--- config.mk ---
export PLATFORM = sky130hd
export DESIGN_NAME = alu_serial
export DESIGN_NICKNAME = d
export VERILOG_FILES = /design/src/rtl/alu_serial.sv
export SDC_FILE = /design/constraint.sdc
export NUM_CORES = 1
export LEC_CHECK = 0
export BUFFER_PORTS_ARGS = -buffer_cell sky130_fd_sc_hd__buf_2
export CAP_MARGIN = 20
export CORE_MARGIN = 2
export CORE_UTILIZATION = 45
export CTS_BUF_LIST = sky130_fd_sc_hd__clkbuf_16
export DETAILED_ROUTE_END_ITERATION = 7
export GPL_ROUTABILITY_DRIVEN = 0
export GPL_TIMING_DRIVEN = 0
export PLACE_DENSITY = 0.68
export SLEW_MARGIN = 20
export SYNTH_ARGS = -nofsm -noshare
export SYNTH_HDL_FRONTEND = slang
export SYNTH_SLANG_ARGS = --single-unit
--- constraint.sdc ---
create_clock -name clk -period 4.11 [get_ports clk]
set_input_delay 0 -clock clk [delete_from_list [all_inputs] [get_ports clk]]
set_output_delay 0 -clock clk [all_outputs]
set_load 0.05 [all_outputs]
--- src/rtl/alu_serial.sv ---
// Bit-serial ALU: add / subtract / AND / OR through one 1-bit slice, LSB first.
// Latency: command handshake at edge T -> result valid from edge T+WIDTH (seen at T+WIDTH+1).
// Backpressure: one command in flight; in_ready only in IDLE, result held in DONE until out_ready.
//
// Ports:
//   clk, rst               clock, synchronous active-high reset
//   in_valid/in_ready      command handshake carrying a, b, opcode, cin
//   out_valid/out_ready    result handshake carrying result, cout, zero
module alu_serial #(
    parameter int WIDTH = 4
) (
    input  logic             clk,
    input  logic             rst,
    input  logic             in_valid,
    output logic             in_ready,
    input  logic [WIDTH-1:0] a,
    input  logic [WIDTH-1:0] b,
    input  logic [1:0]       opcode,
    input  logic             cin,
    output logic             out_valid,
    input  logic             out_ready,
    output logic [WIDTH-1:0] result,
    output logic             cout,
    output logic             zero
);

    localparam int CNT_W = $clog2(WIDTH);
    localparam logic [CNT_W-1:0] LAST_BIT = CNT_W'(WIDTH - 1);

    localparam logic [1:0] OP_ADD = 2'b00;
    localparam logic [1:0] OP_SUB = 2'b01;
    localparam logic [1:0] OP_AND = 2'b10;

    typedef enum logic [1:0] {
        S_IDLE  = 2'd0,
        S_SHIFT = 2'd1,
        S_DONE  = 2'd2
    } state_t;

    state_t             state_q, state_d;
    logic [WIDTH-1:0]   a_q, a_d;       // operand A, shifted right one bit per step
    logic [WIDTH-1:0]   b_q, b_d;       // operand B, shifted right one bit per step
    logic [1:0]         op_q, op_d;
    logic               carry_q, carry_d;
    logic [CNT_W-1:0]   cnt_q, cnt_d;
    logic [WIDTH-1:0]   acc_q, acc_d;   // partial result, filled from the MSB end
    logic [WIDTH-1:0]   result_q, result_d;
    logic               cout_q, cout_d;
    logic               zero_q, zero_d;

    // single-bit slice
    logic               bit_a, bit_b, bb;
    logic               r_bit, c_next;
    logic [WIDTH-1:0]   res_full;

    always_comb begin
        bit_a  = a_q[0];
        bit_b  = b_q[0];
        bb     = (op_q == OP_SUB) ? ~bit_b : bit_b;
        r_bit  = 1'b0;
        c_next = 1'b0;
        case (op_q)
            OP_ADD, OP_SUB: begin
                r_bit  = bit_a ^ bb ^ carry_q;
                c_next = (bit_a & bb) | (bit_a & carry_q) | (bb & carry_q);
            end
            OP_AND:  r_bit = bit_a & bit_b;
            default: r_bit = bit_a | bit_b;
        endcase
        // Shifting the new bit in at the top means that after WIDTH steps
        // bit 0 has landed back at index 0.
        res_full = {r_bit, acc_q[WIDTH-1:1]};
    end

    always_comb begin
        state_d  = state_q;
        a_d      = a_q;
        b_d      = b_q;
        op_d     = op_q;
        carry_d  = carry_q;
        cnt_d    = cnt_q;
        acc_d    = acc_q;
        result_d = result_q;
        cout_d   = cout_q;
        zero_d   = zero_q;
        in_ready  = (state_q == S_IDLE);
        out_valid = (state_q == S_DONE);

        case (state_q)
            S_IDLE: begin
                if (in_valid) begin
                    a_d     = a;
                    b_d     = b;
                    op_d    = opcode;
                    // Subtract is a + ~b + 1: the +1 enters as the initial carry.
                    carry_d = (opcode == OP_ADD) ? cin : (opcode == OP_SUB);
                    cnt_d   = '0;
                    acc_d   = '0;
                    state_d = S_SHIFT;
                end
            end
            S_SHIFT: begin
                a_d     = a_q >> 1;
                b_d     = b_q >> 1;
                acc_d   = res_full;
                carry_d = c_next;
                if (cnt_q == LAST_BIT) begin
                    // counter parks at the last bit; it is cleared on the next command
                    result_d = res_full;
                    cout_d   = c_next;
                    zero_d   = ~|res_full;
                    state_d  = S_DONE;
                end else begin
                    cnt_d = cnt_q + 1'b1;
                end
            end
            S_DONE: begin
                if (out_ready) begin
                    state_d = S_IDLE;
                end
            end
            default: state_d = S_IDLE;
        endcase
    end

    always_ff @(posedge clk) begin
        if (rst) begin
            state_q  <= S_IDLE;
            a_q      <= '0;
            b_q      <= '0;
            op_q     <= 2'b00;
            carry_q  <= 1'b0;
            cnt_q    <= '0;
            acc_q    <= '0;
            result_q <= '0;
            cout_q   <= 1'b0;
            zero_q   <= 1'b0;
        end else begin
            state_q  <= state_d;
            a_q      <= a_d;
            b_q      <= b_d;
            op_q     <= op_d;
            carry_q  <= carry_d;
            cnt_q    <= cnt_d;
            acc_q    <= acc_d;
            result_q <= result_d;
            cout_q   <= cout_d;
            zero_q   <= zero_d;
        end
    end

    assign result = result_q;
    assign cout   = cout_q;
    assign zero   = zero_q;

endmodule
==> results of run 1 <==
synthesized netlist by cell type, types with 2 or more instances:
| library cell | instances | area share [%] |
|---|---|---|
| o21ai_0 | 5 | 2.2 |
| a311oi_1 | 6 | 4.6 |
| mux2i_1 | 2 | 1.8 |
| a21o_1 | 2 | 1.3 |
| nand2b_1 | 6 | 3.3 |
| nor2_1 | 12 | 4.0 |
| a22oi_1 | 2 | 1.3 |
| nor2b_1 | 4 | 2.2 |
| dfxtp_1 | 24 | 42 |
| o21ba_2 | 2 | 1.8 |
| nand2_1 | 22 | 7.3 |
| inv_1 | 4 | 1.3 |
| buf_2 | 3 | 1.3 |
| clkbuf_1 | 4 | 1.3 |
| a21oi_1 | 10 | 4.4 |
| and2_1 | 2 | 1.1 |
| nand3b_1 | 3 | 2.0 |
| nand3_1 | 3 | 1.3 |
path summary, 6_finish.rpt:
kind         startpoint   endpoint  cells after the start
max             op_q[0]  result[3]                      6
min           opcode[0]    op_q[0]                      3
max reg2reg     op_q[0]  result[3]                      6
min reg2reg   result[0]  result[0]                      2
layout make-up:
type                            count  share of cell area [%]
Timing Repair Buffer               21                    7.61
Buffer                              8                    2.72
Sequential cell                    24                    34.8
Clock inverter                      1                    2.17
Clock buffer                        3                    5.43
Inverter                            4                    1.09
Tap cell                           30                    2.72
Multi-Input combinational cell     97                    43.5
power groups by stage:
stage / combinational [mW] / clock (mW) / sequential [mW]
5_1_grt: 0.0797 / 0.291 / 0.257
2_1_floorplan: 0.0515 / 0 / 0.257
4_1_cts: 0.0710 / 0.280 / 0.255
6_report: 0.0707 / 0.277 / 0.255
3_5_place_dp: 0.0702 / 0 / 0.260
3_3_place_gp: 0.0675 / 0 / 0.260
per-layer routing:
metal / up-vias / GRT usage [%] / wire [um]
met4: 0 / 6.25 / 23
met2: 20 / 31.5 / 1120
met5: - / 0 / 0
met3: 4 / 3.33 / 104
li1: 514 / - / -
met1: 447 / 24.3 / 1170
worst max-delay path, stage by stage (launching register included):
cell	delay, ns
dfxtp_1	0.37
nor2b_1	0.18
xnor2_1	0.15
fa_1	0.43
nor2b_1	0.15
a311o_1	0.32
a21oi_1	0.12
state kept, by name, summed over array words and instances, names as in the netlist:
name / count
a_q: 4
b_q: 4
result: 4
acc_q: 3
cnt_q: 2
op_q: 2
state_q: 2
carry_q: 1
cout: 1
zero: 1
through the flow:
step / util, % / power [mW] / cells
after floorplan: - / 0.309 / 133
after global routing: 56.8 / 0.628 / 188
after global placement: 52.5 / 0.327 / 184
final: 56.8 / 0.603 / 188
after detailed placement: 52.5 / 0.330 / 184
after CTS: 56.8 / 0.606 / 188
kinds of logic (layout without fill, tap and decap cells):
family	after synthesis	after routing	share of synthesized area [%]
AND/OR/NAND/NOR	58	58	26.4
AO/OA/AOI/OAI	34	34	21.2
flip-flops	24	24	42.4
buffers and inverters	12	37	4.63
adder cells (fa/ha/maj)	2	2	2.87
multiplexers	2	2	1.77
XOR/XNOR	1	1	0.773
==> impl_metrics.env, run 1 <==
export IMPL_grt_pass1_wl_um=3880
export IMPL_power_frac_comb_pct=11.7
export IMPL_cts_path_max_buffers=2
export IMPL_cts_resized=0
export IMPL_period_share_pct=43.4
export IMPL_syn_inst=133
export IMPL_insertion_delay_ns=0.26
export IMPL_rsz0062_at_grt="false"
export IMPL_required_ns=4.30
export IMPL_synth_nets=150
export IMPL_drt_wl_total_um=2420
export IMPL_fillCellCount=248
export IMPL_syn_avg_cell_area_um2=8.52
export IMPL_syn_cell_area_um2=1130
export IMPL_startpoint_type="register"
export IMPL_syn2layout_area_growth_pct=21.9
export IMPL_worstSetupPathType="reg2reg"
export IMPL_coreArea_um2=2430
export IMPL_cts_setup_buffers=0
export IMPL_powerDensity_nw_per_um2=437
export IMPL_std_cell_rows=18
export IMPL_worst_slack_ns=2.33
export IMPL_multi_input_area_um2=601
export IMPL_num_vias=985
export IMPL_postLayoutCellArea_um2=1380
export IMPL_initial_core_util_pct=46.6
export IMPL_worstPathArrival_ns=1.97
export IMPL_ys_seq_area_share_pct=42.4
export IMPL_postCtsHoldBufs=0
export IMPL_switching_share_pct=22.4
export IMPL_switchingPower_mw=0.135
export IMPL_seq_area_um2=480
export IMPL_path_clk_slew_ns=0.06
export IMPL_pre_cts_slack_ns=2.33
export IMPL_rrSetupSlack_ns=2.33
export IMPL_leakage_nw=0.579
export IMPL_htreeDepth=1
export IMPL_setup_tns_final_ns=0
export IMPL_drc=0
export IMPL_slew_violations=0
export IMPL_tightestPinTransition_ns=0.517
export IMPL_yosysUniqueCellTypes=35
export IMPL_outcome="complete, no violations"
export IMPL_final_cell_mix="buf_2 (24), dfxtp_1 (24), nand2_1 (22), nor2_1 (12), a21oi_1 (10)"
export IMPL_io_buffers=21
export IMPL_ios=23
export IMPL_antenna_found_initial=0
export IMPL_synthFlopType="dfxtp_1"
export IMPL_async_flop_share_pct=0
export IMPL_cts_tree="yes"
export IMPL_nets=176
export IMPL_period_needed_ns=1.78
export IMPL_synth_seq_cells=24
export IMPL_num_antenna_cells=0
export IMPL_cap_violations=0
export IMPL_viasPerCell=5.24
export IMPL_clock_root_buffer="clkbuf_16"
export IMPL_grt_use_total_pct=18.8
export IMPL_dr_pass1_iters=4
export IMPL_grt_max_degree=15
export IMPL_ir_drop_mv=0.326
export IMPL_hpwl_um=1720
export IMPL_synthesis_yosys_warnings=0
export IMPL_grt_pass1_vias=875
export IMPL_overflow=0
export IMPL_timing_fmax_mhz=561
export IMPL_drive_gt1_share_pct=21.5
export IMPL_hold_class="in2reg"
export IMPL_dieArea_um2=2940
export IMPL_endpoint_kind="register"
export IMPL_cts_sinks=24
export IMPL_max_slew_margin_pct=65.5
export IMPL_post_dp_cell_area_um2=1280
export IMPL_numCtsBuffers=3
export IMPL_clock_skew_ns=0.00349
export IMPL_postRouteAntennaNets=0
export IMPL_clock_power_share_pct=46.0
export IMPL_p_seq_share_pct=42.3
export IMPL_drt_initial_drc_count=16
export IMPL_hold_viol_final=0
export IMPL_finalSetupViolations=0
export IMPL_p_int_mw=0.468
export IMPL_routedWlPerCell_um=12.9
export IMPL_die_x_um=54.2
export IMPL_synth_edff_count=0
export IMPL_hold_ws_ns=0.000285
export IMPL_critPathMaxFanout=4
export IMPL_die_height_um=54.2
Note: power is estimated with default switching activity, not from simulation.
==> run 2, diff against run 1 <==
Settings changed: PLACE_DENSITY 0.68 to 0.71.
Clock period 4.11 ns to 1.58 ns, I/O delays scaled along.
==> run 2 against run 1 <==
Against the previous run:
- the run now ends with negative setup slack left
- core utilization grew 0.41 points
- total power grew 130%
- combinational power grew to 2.9 times the previous value
- global-route usage grew 0.34 points
- setup slack lost 2.4 ns
- non-clock buffer count is the same
- worst hold slack gained 0.0062 ns
- sequential power grew to 2.6 times the previous value
==> impl_metrics.env, run 2 (synthesized netlist as in run 1, its figures left out) <==
export IMPL_htreeDepth=1
export IMPL_timing_fmax_mhz=605
export IMPL_period_needed_ns=1.65
export IMPL_hold_ws_ns=0.00646
export IMPL_finalSetupViolations=3
export IMPL_syn2layout_area_growth_pct=22.7
export IMPL_grt_max_degree=14
export IMPL_hpwl_um=1810
export IMPL_endpoint_kind="register"
export IMPL_drc=0
export IMPL_coreArea_um2=2430
export IMPL_postCtsHoldBufs=0
export IMPL_clock_skew_ns=0.00298
export IMPL_cts_path_max_buffers=2
export IMPL_outcome="complete, but fails checks"
export IMPL_hold_viol_final=0
export IMPL_drt_wl_total_um=2460
export IMPL_startpoint_type="register"
export IMPL_powerDensity_nw_per_um2=1020
export IMPL_cts_sinks=24
export IMPL_final_cell_mix="buf_2 (24), nand2_1 (22), dfxtp_1 (22), nor2_1 (12), a21oi_1 (10)"
export IMPL_cts_setup_buffers=0
export IMPL_post_dp_cell_area_um2=1300
export IMPL_worstPathArrival_ns=1.84
export IMPL_tightestPinTransition_ns=0.480
export IMPL_clock_root_buffer="clkbuf_16"
export IMPL_cts_tree="yes"
export IMPL_drive_gt1_share_pct=24.7
export IMPL_grt_pass1_vias=914
export IMPL_slew_violations=0
export IMPL_dieArea_um2=2940
export IMPL_numCtsBuffers=3
export IMPL_worst_slack_ns=-0.0734
export IMPL_die_x_um=54.2
export IMPL_routedWlPerCell_um=13.1
export IMPL_layout_commonest_cell="buf_2"
export IMPL_initial_core_util_pct=46.6
export IMPL_critPathMaxFanout=4
export IMPL_io_buffers=21
export IMPL_p_int_mw=1.07
export IMPL_std_cell_rows=18
export IMPL_rsz0062_at_grt="true"
export IMPL_pre_cts_slack_ns=-0.138
export IMPL_clock_power_share_pct=38.4
export IMPL_path_clk_slew_ns=0.06
export IMPL_leakage_nw=0.579
export IMPL_ir_drop_mv=0.590
export IMPL_worstSetupPathType="reg2reg"
export IMPL_viasPerCell=5.34
export IMPL_ios=23
export IMPL_period_share_pct=105
export IMPL_num_vias=1004
export IMPL_setup_tns_final_ns=-0.208
export IMPL_grt_use_total_pct=19.2
export IMPL_fin_util_pct=57.2
export IMPL_postRouteAntennaNets=0
export IMPL_num_antenna_cells=0
export IMPL_nets=176
export IMPL_postLayoutCellArea_um2=1390
export IMPL_cap_violations=0
export IMPL_overflow=0
export IMPL_max_slew_margin_pct=67.9
export IMPL_insertion_delay_ns=0.25
export IMPL_violations="negative setup slack"
export IMPL_drt_initial_drc_count=13
export IMPL_power_frac_comb_pct=14.4
export IMPL_switchingPower_mw=0.347
export IMPL_antenna_found_initial=0
export IMPL_grt_pass1_wl_um=4030
export IMPL_hold_class="in2reg"
export IMPL_die_height_um=54.2
export IMPL_switching_share_pct=24.5
export IMPL_fillCellCount=220
export IMPL_required_ns=1.76
export IMPL_p_seq_share_pct=47.2
export IMPL_dr_pass1_iters=4
[run 2: cell types whose count changed in the layout (fill, tap and decap cells not counted)]
cell | previous run | this run
nor2b_1 | 4 | 2
a31oi_1 | 1 | 0
dfxtp_1 | 24 | 22
nor2b_4 | 0 | 2
clkinv_1 | 0 | 1
a31oi_2 | 0 | 1
dfxtp_4 | 0 | 2
xnor2_1 | 1 | 0
xnor2_2 | 0 | 1
bufinv_16 | 1 | 0
[run 2: path summary, 6_finish.rpt]
path | from | endpoint | slack, ns | depth (start not counted)
max | op_q[0] | result[3] | -0.07 | 6
min | opcode[1] | op_q[1] | 0.006 | 3
max reg2reg | op_q[0] | result[3] | -0.07 | 6
min reg2reg | result[0] | result[0] | 0.45 | 2
[run 2: what timing repair did]
item	4_1_cts	5_1_grt
pin swaps	3	0
endpoints found under the setup margin	4	5
gates resized for setup	1	1
cloned	0	0
[run 2: worst max-delay path, cell delays in order (launching register included)]
cell,delay (ns)
dfxtp_4,0.36
nor2b_4,0.15
xnor2_2,0.12
fa_1,0.43
nor2b_4,0.14
a311o_1,0.27
a21oi_1,0.12
[run 2: metrics by stage]
stage	power [mW]	cells
4_1_cts	1.43	188
3_3_place_gp	0.869	184
5_1_grt	1.48	188
6_report	1.41	188
2_1_floorplan	0.821	133
3_5_place_dp	0.879	184
[run 2: area by class of cell]
cell class | count | area [um^2] | area share (%)
Buffer | 8 | 37.5 | 2.70
Clock buffer | 3 | 75.1 | 5.40
Clock inverter | 1 | 3.75 | 0.270
Inverter | 4 | 15.0 | 1.08
Multi-Input combinational cell | 97 | 629 | 45.2
Sequential cell | 24 | 488 | 35.1
Tap cell | 30 | 37.5 | 2.70
Timing Repair Buffer | 21 | 105 | 7.55
[run 2: routing by layer]
layer,global-route usage [%],vias to the layer above,wire length [um]
li1,-,518,-
met1,24.1,459,1100
met2,32.9,23,1230
met3,2.50,4,114
met4,7.50,0,17
met5,0,-,0
[run 2: power by group through the flow]
stage	clock network, mW	registers (mW)	logic, mW
after floorplan	0	0.672	0.149
after global placement	0	0.678	0.191
after detailed placement	0	0.679	0.200
after CTS	0.557	0.667	0.205
after global routing	0.576	0.671	0.229
final	0.544	0.667	0.204
==> run 3, diff against run 2 <==
Settings changed: BUFFER_PORTS_ARGS -buffer_cell sky130_fd_sc_hd__buf_2 to -buffer_cell sky130_fd_sc_hd__clkbuf_2.
==> run 3 against run 2 <==
Against the previous run:
- the run ends with negative hold slack, negative setup slack left
- sequential power barely moved
- sequential share of layout area shrank 1.4 points
- worst hold slack lost 0.0079 ns
- core utilization grew 2.2 points
- via count rose by 2.1%
- flip-flop and latch count stayed put
- first-iteration DRC count did not move
- routed wire length increased by 3.7%
- critical endpoint unchanged
==> impl_metrics.env, run 3 (synthesized netlist as in run 1, its figures left out) <==
export IMPL_outcome="complete, but fails checks"
export IMPL_violations="negative hold slack, negative setup slack"
export IMPL_worstPathArrival_ns=1.81
export IMPL_grt_use_total_pct=20.5
export IMPL_drc=0
export IMPL_period_share_pct=103
export IMPL_cts_path_max_buffers=2
export IMPL_cts_sinks=24
export IMPL_cts_tree="yes"
export IMPL_pre_cts_slack_ns=-0.136
export IMPL_timing_fmax_mhz=616
export IMPL_nets=182
export IMPL_hold_class="in2reg"
export IMPL_viasPerCell=5.28
export IMPL_ir_drop_mv=0.640
export IMPL_final_cell_mix="nand2_1 (22), dfxtp_1 (22), clkbuf_2 (21), nor2_1 (12), a21oi_1 (10)"
export IMPL_powerDensity_nw_per_um2=991
export IMPL_grt_pass1_vias=988
export IMPL_endpoint_kind="register"
export IMPL_hold_viol_final=1
export IMPL_tightestPinTransition_ns=0.483
export IMPL_die_height_um=54.2
export IMPL_hold_ws_ns=-0.00145
export IMPL_dr_pass1_iters=4
export IMPL_slew_violations=0
export IMPL_rsz0062_at_grt="true"
export IMPL_finalSetupViolations=3
export IMPL_worstSetupPathType="reg2reg"
export IMPL_multi_input_area_um2=629
export IMPL_grt_max_degree=14
export IMPL_path_clk_slew_ns=0.06
export IMPL_std_cell_rows=18
export IMPL_clock_root_buffer="clkbuf_16"
export IMPL_num_antenna_cells=0
export IMPL_coreArea_um2=2430
export IMPL_cap_violations=0
export IMPL_insertion_delay_ns=0.26
export IMPL_seq_area_um2=485
export IMPL_drive_gt1_share_pct=25.0
export IMPL_worst_slack_ns=-0.0446
export IMPL_initial_core_util_pct=46.6
export IMPL_leakage_nw=0.607
export IMPL_io_buffers=21
export IMPL_fillCellCount=207
export IMPL_dieArea_um2=2940
export IMPL_htreeDepth=1
export IMPL_period_needed_ns=1.62
export IMPL_num_vias=1025
export IMPL_ios=23
export IMPL_antenna_found_initial=0
export IMPL_drt_wl_total_um=2550
export IMPL_overflow=0
export IMPL_max_slew_margin_pct=67.7
export IMPL_clock_skew_ns=0.0109
export IMPL_total_power_mw=1.43
export IMPL_die_x_um=54.2
export IMPL_hpwl_um=1800
export IMPL_critPathMaxFanout=2
export IMPL_numCtsBuffers=3
export IMPL_drt_initial_drc_count=13
export IMPL_routedWlPerCell_um=13.2
export IMPL_postRouteAntennaNets=0
export IMPL_required_ns=1.76
export IMPL_syn2layout_area_growth_pct=27.4
export IMPL_grt_pass1_wl_um=4260
export IMPL_startpoint_type="register"
-- run 3: per-stage QoR --
step	util, %	std cells	TNS [ns]	area (um^2)
after floorplan	-	133	-0.0141	1160
after global placement	53.6	184	-0.213	1300
after detailed placement	53.6	184	-0.364	1300
after CTS	59.4	194	-0.121	1440
after global routing	59.4	194	-0.299	1440
final	59.4	194	-0.0912	1440
-- run 3: layout make-up --
type | instances | area share [%]
well taps | 30 | 2.60
clock buffers | 3 | 5.20
clock inverters | 1 | 0.260
multi-input cells | 97 | 43.6
inverters | 4 | 1.04
repair buffers | 27 | 11.1
flip-flops and latches | 24 | 33.6
plain buffers | 8 | 2.60
-- run 3: report_power, final --
| group | internal [mW] | switching (mW) |
|---|---|---|
| Sequential | 0.637 | 0.0268 |
| Clock | 0.338 | 0.209 |
| Combinational | 0.104 | 0.117 |
-- run 3: critical path: stages, from the launching register on --
cell and delay [ns]:
dfxtp_2 0.33, nor2b_4 0.15, xnor2_2 0.12, fa_1 0.42, nor2b_4 0.14, a311o_1 0.27
a21oi_1 0.11
-- run 3: routing by layer --
| metal | track usage (%) | wire length, um |
|---|---|---|
| met5 | 0 | 0 |
| met4 | 10.0 | 55 |
| met3 | 3.61 | 95 |
| met2 | 34.9 | 1260 |
| met1 | 24.4 | 1140 |
-- run 3: path summary, 6_finish.rpt --
check,startpoint,endpoint,slack [ns],cells past startpoint
worst min-delay path,opcode[1],op_q[1],-0.001,3
worst max-delay path,op_q[0],result[3],-0.04,6
worst max register to register,op_q[0],result[3],-0.04,6
worst min register to register,result[1],result[1],0.45,2
-- run 3: what timing repair did --
action | CTS | global route
hold buffers | 4 | 0
pin swaps | 3 | 0
gates resized for setup | 1 | 0
endpoints found under the hold margin | 4 | 0
endpoints found under the setup margin | 3 | 5
buffers inserted | 2 | 0
